`src/rtl/clause_stream_eval.sv`:
```
// Streams a clause as multi-beat sub-clauses and reports SAT / UNIT / CONFLICT / UNRESOLVED.
// Result is registered on the closing beat and held until the consumer accepts it.
module clause_stream_eval #(
    parameter int SUB_W     = 5,
    parameter int VAR_BITS  = 9,
    parameter int MAX_BEATS = 4,
    parameter int ID_BITS   = 8
) (
    input  logic                      clock,
    input  logic                      reset,
    input  logic                      in_valid,
    output logic                      in_ready,
    input  logic                      in_last,
    input  logic [ID_BITS-1:0]        in_clause_id,
    input  logic [SUB_W-1:0]          unassign,
    input  logic [SUB_W-1:0]          clause_mask,
    input  logic [SUB_W*VAR_BITS-1:0] variable,
    input  logic [SUB_W-1:0]          clause_pole,
    input  logic [SUB_W-1:0]          assignment,
    output logic                      out_valid,
    input  logic                      out_ready,
    output logic [1:0]                status,
    output logic [VAR_BITS-1:0]       implied_variable,
    output logic                      new_assignment,
    output logic [ID_BITS-1:0]        out_clause_id,
    output logic                      overflow
);

    localparam int CNT_W  = $clog2(MAX_BEATS) + 1;
    localparam int OPEN_W = $clog2(SUB_W + 1) + 1;
    localparam logic [CNT_W-1:0] LAST_BEAT = CNT_W'(MAX_BEATS - 1);

    localparam logic [1:0] ST_UNRES    = 2'b00;
    localparam logic [1:0] ST_SAT      = 2'b01;
    localparam logic [1:0] ST_UNIT     = 2'b10;
    localparam logic [1:0] ST_CONFLICT = 2'b11;

    typedef enum logic {ACCUM, DONE} state_t;
    state_t state, state_next;

    logic                transfer, accept, close;
    logic [CNT_W-1:0]    beat_cnt;
    logic                sat, sat_next;
    logic [1:0]          open_cnt, open_next;
    logic [OPEN_W-1:0]   open_now, open_sum;
    logic                have_first;
    logic [VAR_BITS-1:0] first_var, first_var_next, beat_var;
    logic                first_pole, first_pole_next, beat_pole;
    logic [ID_BITS-1:0]  id_q;
    logic [SUB_W-1:0]    true_slots, open_slots;
    logic [1:0]          res_status;

    // Reset gates the handshakes so nothing is offered or accepted while it is held.
    assign in_ready  = (state == ACCUM) && !reset;
    assign out_valid = (state == DONE) && !reset;
    assign transfer  = in_valid && in_ready;
    assign accept    = out_valid && out_ready;
    assign close     = transfer && (in_last || (beat_cnt == LAST_BEAT));

    always_ff @(posedge clock) begin
        if (reset) state <= ACCUM;
        else       state <= state_next;
    end

    always_comb begin
        state_next = state;
        case (state)
            ACCUM: if (close)  state_next = DONE;
            DONE:  if (accept) state_next = ACCUM;
            default: state_next = ACCUM;
        endcase
    end

    assign true_slots = clause_mask & ~unassign & ~(assignment ^ clause_pole);
    assign open_slots = clause_mask & unassign;

    // Descending scan so the lowest open slot of the beat is the one that sticks.
    always_comb begin
        open_now  = '0;
        beat_var  = '0;
        beat_pole = 1'b0;
        for (int i = SUB_W - 1; i >= 0; i--) begin
            if (open_slots[i]) begin
                beat_var  = variable[i*VAR_BITS +: VAR_BITS];
                beat_pole = clause_pole[i];
            end
        end
        for (int i = 0; i < SUB_W; i++) begin
            open_now = open_now + OPEN_W'(open_slots[i]);
        end
    end

    always_comb begin
        sat_next        = sat | (|true_slots);
        open_sum        = OPEN_W'(open_cnt) + open_now;
        open_next       = (open_sum >= OPEN_W'(2)) ? 2'd2 : open_sum[1:0];
        first_var_next  = have_first ? first_var  : beat_var;
        first_pole_next = have_first ? first_pole : beat_pole;
        if (sat_next)             res_status = ST_SAT;
        else if (open_next == 2'd0) res_status = ST_CONFLICT;
        else if (open_next == 2'd1) res_status = ST_UNIT;
        else                      res_status = ST_UNRES;
    end

    always_ff @(posedge clock) begin
        if (reset || accept) begin
            beat_cnt         <= '0;
            sat              <= 1'b0;
            open_cnt         <= 2'd0;
            have_first       <= 1'b0;
            first_var        <= '0;
            first_pole       <= 1'b0;
            id_q             <= '0;
            status           <= ST_UNRES;
            implied_variable <= '0;
            new_assignment   <= 1'b0;
            out_clause_id    <= '0;
            overflow         <= 1'b0;
        end else if (transfer) begin
            beat_cnt   <= beat_cnt + CNT_W'(1);
            sat        <= sat_next;
            open_cnt   <= open_next;
            have_first <= have_first | (|open_slots);
            first_var  <= first_var_next;
            first_pole <= first_pole_next;
            if (beat_cnt == '0) id_q <= in_clause_id;
            if (close) begin
                status           <= res_status;
                implied_variable <= (res_status == ST_UNIT) ? first_var_next : '0;
                new_assignment   <= (res_status == ST_UNIT) ? first_pole_next : 1'b0;
                out_clause_id    <= (beat_cnt == '0) ? in_clause_id : id_q;
                // Closing without in_last can only happen on the beat-limit transfer.
                overflow         <= !in_last;
            end
        end
    end

endmodule

```
`config.mk`:
```
export PLATFORM = sky130hd
export DESIGN_NAME = clause_stream_eval
export DESIGN_NICKNAME = d
export VERILOG_FILES = /design/src/rtl/clause_stream_eval.sv
export SDC_FILE = /design/constraint.sdc
export NUM_CORES = 1
export LEC_CHECK = 0
export BUFFER_PORTS_ARGS = -buffer_cell sky130_fd_sc_hd__buf_2
export CORE_ASPECT_RATIO = 0.75
export CORE_MARGIN = 3
export CORE_UTILIZATION = 44
export CTS_BUF_LIST = sky130_fd_sc_hd__clkbuf_4 sky130_fd_sc_hd__clkbuf_8 sky130_fd_sc_hd__clkbuf_16
export CTS_CLUSTER_SIZE = 24
export DETAILED_ROUTE_END_ITERATION = 6
export PLACE_DENSITY = 0.76
export SYNTH_ARGS = -nofsm -noshare
export SYNTH_HDL_FRONTEND = slang
export SYNTH_SLANG_ARGS = --single-unit
```
`constraint.sdc`:
```
create_clock -name clock -period 3.6 [get_ports clock]
set_input_delay 0.18 -clock clock [delete_from_list [all_inputs] [get_ports clock]]
set_output_delay 0.18 -clock clock [all_outputs]
set_load 0.005 [all_outputs]
```
==> impl_metrics.csv, run 1 <==
group,metric,value,unit
critical_path,cp_data_required_time,3.85,ns
final_layout,antennaDiodeCount,0,
route,drcViolationCount,0,
synthesis,post_synth_fa_ha_maj_area_fraction,0.0512,
timing,post-route-period-util,0.925,
power_and_ir_drop,switching_power_as_a_share_of_total_power,0.289,
floorplanning,die_width,95.4,um
synthesis,synth_nets,410,
synthesis,synth_edf_count,0,
place,numPlacedInstances,482,
critical_path,cp-start-kind,"flip-flop",
route,routed-via-count,2662,
cts,cts_sinks,47,
timing,worst_pin_slew,0.701,ns
synthesis,area_share_of_xor_xnor_cells_in_the_synthesized_design,0.0199,
critical_path,rrSetupSlack,0.27,ns
status,outcome,"finished, final reports clean",
final_layout,layout-drive-gt1-share,0.284,
final_layout,mostFrequentLayoutCell,"buf_2",
cts,postCtsSetupRepairBufs,0,
synthesis,synth_top_family_by_area,"compound AO/OA/AOI/OAI gates",
synthesis,asr_flop_ratio_synth,0,
timing,setup_repair_after_global_routing_missed_its_margin,"no",
timing,maxClockFrequency,300,MHz
synthesis,synth-seq-area-share,0.357,
cts,clk_transition_reported_paths,0.09,ns
final_layout,syn_to_final_growth,24.5,%
route,drt_iter0_drc,158,
synthesis,simple_gate_portion_of_the_synthesized_area,0.165,
critical_path,reg2reg_to,"implied_variable[3]$_SDFFE_PP0P_",
route,wirelength_met1,3.17,mm
synthesis,yosys_most_used_dff,"dfxtp_1",
timing,relSlewSlack,0.532,
synthesis,syn_avg_cell_area,8.17,sq um
critical_path,crit_path_end,"implied_variable[3]$_SDFFE_PP0P_",
synthesis,netlist_area,2640,sq um
final_layout,most-common-layout-cells,"buf_2, dfxtp_1, nor2_1",
power_and_ir_drop,comb_power_share,0.243,
global_routing,grt_first_pass_wirelength,11.5,mm
power_and_ir_drop,switchingPower,0.362,mW
route,drtAntennaViolNets,0,
timing,clock_skew,0.00779,ns
floorplanning,die_area,6970,sq um
route,routed_wl,7.18,mm
timing,holdWs,0.0997,ns
power_and_ir_drop,power_frac_seq,0.452,
cts,cts-root-to-sink-buffers,2,
cts,postCtsResizedCells,0,
synthesis,muxShareOfSynthArea,0.0303,
cts,postCtsHoldBufs,0,
synthesis,yosys_warnings,0,
critical_path,worstPathCellList,"inv_1, fa_1, inv_1, fa_1, ha_1, inv_1, fa_1, nor4bb_1, a32o_1, and3_1, and2_2, a22o_1",
timing,setup_viol,0,
timing,finalWorstPathRequiredPeriod,3.33,ns
power_and_ir_drop,power.internal,0.891,mW
run,drv_cap,0,
floorplanning,rows,23,
cts,insertion_delay,0.30,ns
critical_path,cpPeakStageDelay,0.53,ns
synthesis,synthesis.instances,323,
cts,clock_tree.root_cell,"clkbuf_8",
critical_path,critical_path.reg2reg.startpoint,"open_cnt[0]$_SDFFE_PP0P_",
worst_hold_path,hp-class,"primary input to flip-flop",
final_layout,design.final.nets,501,
critical_path,critPathCaptureType,"flip-flop",
timing,postLayoutSetupSlackWorst,0.269,ns
timing,maxSlewViolCount,0,
critical_path,arrival,3.58,ns
timing,fin_setup_tns,0,ns
critical_path,worst_r2r_path_depth,12,
global_routing,grt_antenna_before_repair,0,
route,firstDrtPassIters,5,
floorplanning,die_height,73.1,um
critical_path,slowest_stage,"fa_1",
floorplanning,floorplan.io_pins,101,
floorplanning,fp.coreArea,5550,sq um
cts,htreeDepth,2,
critical_path,worst-path-max-fanout,8,
cts,cts_tree,"yes",
synthesis,number_of_distinct_standard_cells_referenced_by_the_synthesized_netlist,38,
global_routing,first_global_vias,2566,
route,routed.top_layer,"met4",
floorplanning,initial_cell_density_of_the_core,0.475,
critical_path,setup.worst_path.class,"flip-flop to flip-flop",
timing,hold_viol,0,
place,place.gp.congestion,0.804,
place,dp_hpwl,5.49,mm
critical_path,critical_path.startpoint,"open_cnt[0]$_SDFFE_PP0P_",
power_and_ir_drop,leakagePower,1.50,nW
cts,tritoncts.num_buffers,5,
route,met2_wirelength,3.37,mm
power_and_ir_drop,p_per_area,381,nW/um^2
synthesis,synth-compound-area-share,0.299,
route,average_via_count_per_standard_cell,5.43,
place,numPortBuffers,100,
route,wl_per_cell,14.7,um
global_routing,largest_net_degree_at_the_start_of_global_routing,35,
power_and_ir_drop,share_clk_of_total_power,0.305,
final_layout,post_route_non_filler_standard_cell_count,490,
global_routing,globalRouteOverflowTotal,0,
global_routing,globalRouteTotalUtil,0.206,
power_and_ir_drop,vdd_drop_max,0.192,mV
route,wire_length_on_met3,551,um
synthesis,synth-seq-cells,47,
place,post-place-ws,0.0696,ns
power by group through the flow:
stage	clock network, mW	logic (mW)	registers (mW)
6_report	0.382	0.304	0.567
3_5_place_dp	0	0.302	0.579
2_1_floorplan	0	0.197	0.573
5_1_grt	0.408	0.341	0.571
3_3_place_gp	0	0.294	0.578
4_1_cts	0.390	0.303	0.567
routing by layer:
metal	GRT usage	vias up
li1	-	1344
met1	0.275	1217
met2	0.337	91
met3	0.0433	10
met4	0.0631	0
met5	0	-
metrics by stage:
stage	utilization	instance area, sq um	power (mW)
2_1_floorplan	-	2640	0.770
3_3_place_gp	0.571	3170	0.872
3_5_place_dp	0.571	3170	0.881
4_1_cts	0.591	3280	1.26
5_1_grt	0.591	3280	1.32
6_report	0.591	3280	1.25
layout make-up:
type,count,area [sq um]
fillers,509,2270
multi-input cells,228,1490
flip-flops and latches,47,941
repair buffers,106,546
inverters,26,97.6
well taps,75,93.8
clock buffers,5,68.8
clock inverters,3,43.8
synthesized netlist by cell type, types with 9 or more instances:
cell type	count	area, sq um
nor2_1	34	128
o21ai_0	18	90.1
nand3_1	11	55.1
a211oi_1	29	218
a21oi_1	28	140
nor2b_1	10	62.6
dfxtp_1	47	941
o21a_1	9	67.6
nand2_1	17	63.8
buf_2	11	55.1
inv_1	25	93.8
a32oi_1	10	87.6
critical path, delay by kind of cell (launching register included):
family	cells	cell delay, ns
compound gates	2	0.34
fa+ha+maj	4	1.72
buf+inv	3	0.17
flops	1	0.34
simple gates	3	0.71
registers in the layout, indices dropped and copies added (netlist names):
register / flops
id_q: 8
new_assignment: 1
sat: 1
open_cnt: 2
out_clause_id: 8
beat_cnt: 3
first_pole: 1
status: 2
have_first: 1
first_var: 9
state: 1
overflow: 1
implied_variable: 9
worst min path at each step:
stage	from	end	slack, ns	cells after the start
5_1_grt	in_last	overflow$_SDFFE_PP0P_	0.11	2
2_1_floorplan	in_last	overflow$_SDFFE_PP0P_	0.28	1
3_3_place_gp	in_last	overflow$_SDFFE_PP0P_	0.40	2
4_1_cts	in_last	overflow$_SDFFE_PP0P_	0.09	2
6_report	in_last	overflow$_SDFFE_PP0P_	0.1	2
3_5_place_dp	in_last	overflow$_SDFFE_PP0P_	0.41	2
kinds of logic after synthesis:
family | count (synthesis)
compound gates | 117
xor+xnor | 6
fa+ha+maj | 9
buf+inv | 48
flops | 47
mux | 8
simple gates | 88
No activity file was read; power rests on OpenSTA's default activity.
==> inputs of run 2 (changes only) <==
- PLACE_DENSITY: 0.76 -> 0.86
- SLEW_MARGIN: default -> 10
==> impl_metrics.csv, run 2 (same netlist as run 1, synthesis figures left out) <==
group,metric,value,unit
status,outcome,"finished, final reports clean",
power_and_ir_drop,p_per_area,370,nW/um^2
final_layout,layout-drive-gt1-share,0.284,
run,drv_cap,0,
cts,cts_sinks,47,
floorplanning,die_width,95.4,um
critical_path,rrSetupSlack,0.24,ns
place,place.gp.congestion,0.856,
route,drt_iter0_drc,152,
timing,setup_repair_after_global_routing_missed_its_margin,"no",
critical_path,critical_path.reg2reg.startpoint,"open_cnt[0]$_SDFFE_PP0P_",
timing,setup_viol,0,
timing,maxSlewViolCount,0,
power_and_ir_drop,switching_power_as_a_share_of_total_power,0.304,
cts,cts_tree,"yes",
final_layout,syn_to_final_growth,23.9,%
critical_path,crit_path_end,"implied_variable[8]$_SDFFE_PP0P_",
timing,fin_setup_tns,0,ns
place,numPlacedInstances,482,
critical_path,worst-path-max-fanout,8,
floorplanning,die_area,6970,sq um
route,average_via_count_per_standard_cell,5.54,
final_layout,design.final.nets,501,
final_layout,antennaDiodeCount,0,
global_routing,globalRouteOverflowTotal,0,
route,drcViolationCount,0,
route,wl_per_cell,14.9,um
cts,tritoncts.num_buffers,5,
timing,holdWs,0.101,ns
timing,post-route-period-util,0.933,
cts,postCtsSetupRepairBufs,0,
critical_path,critPathCaptureType,"flip-flop",
global_routing,first_global_vias,2589,
final_layout,layout.core_utilization,0.589,
route,drtAntennaViolNets,0,
final_layout,filler_cell_count,500,
cts,cts-root-to-sink-buffers,2,
route,routed-via-count,2714,
floorplanning,rows,23,
critical_path,arrival,3.60,ns
critical_path,reg2reg_to,"implied_variable[8]$_SDFFE_PP0P_",
power_and_ir_drop,power.internal,0.841,mW
timing,clock_skew,0.0127,ns
cts,htreeDepth,2,
critical_path,setup.worst_path.class,"flip-flop to flip-flop",
critical_path,cp-start-kind,"flip-flop",
cts,clk_transition_reported_paths,0.09,ns
timing,maxClockFrequency,298,MHz
final_layout,post_route_non_filler_standard_cell_count,490,
worst_hold_path,hp-class,"primary input to flip-flop",
cts,clock_tree.root_cell,"clkbuf_8",
power_and_ir_drop,switchingPower,0.367,mW
route,firstDrtPassIters,4,
global_routing,largest_net_degree_at_the_start_of_global_routing,35,
critical_path,worst_r2r_path_depth,12,
place,numPortBuffers,100,
floorplanning,floorplan.io_pins,101,
global_routing,globalRouteTotalUtil,0.205,
timing,finalWorstPathRequiredPeriod,3.36,ns
critical_path,cp_data_required_time,3.84,ns
power_and_ir_drop,share_clk_of_total_power,0.276,
final_layout,mostFrequentLayoutCell,"buf_2",
cts,insertion_delay,0.30,ns
floorplanning,fp.coreArea,5550,sq um
critical_path,critical_path.startpoint,"open_cnt[0]$_SDFFE_PP0P_",
global_routing,grt_antenna_before_repair,0,
floorplanning,die_height,73.1,um
final_layout,most-common-layout-cells,"buf_2, dfxtp_1, nor2_1",
power_and_ir_drop,leakagePower,1.49,nW
timing,hold_viol,0,
power_and_ir_drop,vdd_drop_max,0.213,mV
timing,relSlewSlack,0.489,
cts,postCtsResizedCells,0,
global_routing,grt_first_pass_wirelength,11.4,mm
place,dp_hpwl,5.63,mm
final_layout,reg_top3,"first_var (9), implied_variable (9)",
timing,worst_pin_slew,0.767,ns
cts,postCtsHoldBufs,0,
power_and_ir_drop,comb_power_share,0.254,
route,routed_wl,7.28,mm
floorplanning,initial_cell_density_of_the_core,0.475,
power_and_ir_drop,power_frac_seq,0.469,
## run 2: cell count changes in the layout (fill, tap and decap cells not counted), sizes merged
| cell | change |
|---|---|
| clkinvlp | +1 |
| bufinv | -1 |
| clkbuf | +1 |
| clkinv | -1 |
## run 2: worst max-delay path: stages (launching register included)
cell	delay (ns)
dfxtp_1	0.34
inv_1	0.06
fa_1	0.53
inv_1	0.06
fa_1	0.53
ha_1	0.16
inv_1	0.06
fa_1	0.50
nor4bb_1	0.32
a32o_1	0.20
and3_1	0.18
and2_2	0.24
a22o_1	0.14
## run 2: power groups by stage
stage	combinational (mW)	clock, mW	sequential (mW)
3_5_place_dp	0.305	0	0.579
4_1_cts	0.305	0.340	0.567
2_1_floorplan	0.197	0	0.573
3_3_place_gp	0.292	0	0.577
6_report	0.308	0.334	0.567
5_1_grt	0.343	0.356	0.571
## run 2: per-layer routing
metal / routed length, um / track usage / vias up / part of all wire
li1: - / - / 1342 / -
met1: 3100 / 0.257 / 1278 / 0.42
met2: 3600 / 0.355 / 84 / 0.49
met3: 486 / 0.0423 / 10 / 0.067
met4: 101 / 0.0615 / 0 / 0.014
met5: 0 / 0 / - / 0
## run 2: worst min path at each step
| stage | start | endpoint | slack (ns) | cells after the start |
|---|---|---|---|---|
| 2_1_floorplan | in_last | overflow$_SDFFE_PP0P_ | 0.28 | 1 |
| 3_3_place_gp | in_last | overflow$_SDFFE_PP0P_ | 0.41 | 2 |
| 3_5_place_dp | in_last | overflow$_SDFFE_PP0P_ | 0.42 | 2 |
| 4_1_cts | in_last | overflow$_SDFFE_PP0P_ | 0.08 | 2 |
| 5_1_grt | in_last | overflow$_SDFFE_PP0P_ | 0.1 | 2 |
| 6_report | in_last | overflow$_SDFFE_PP0P_ | 0.10 | 2 |
## run 2: metrics by stage
step | total power, mW | instance area, sq um | setup WS, ns
floorplan | 0.770 | 2640 | 0.0125
global placement | 0.869 | 3170 | 0.217
detailed placement | 0.884 | 3170 | 0.0653
CTS | 1.21 | 3270 | 0.174
global route | 1.27 | 3270 | 0.0246
finish | 1.21 | 3270 | 0.242
## run 2: final cells by class
cell class,instances,area (sq um),share of cell area
multi-input cells,228,1490,0.457
flip-flops and latches,47,941,0.288
repair buffers,106,546,0.167
inverters,26,97.6,0.0298
well taps,75,93.8,0.0287
clock buffers,6,82.6,0.0252
clock inverters,2,16.3,0.00497
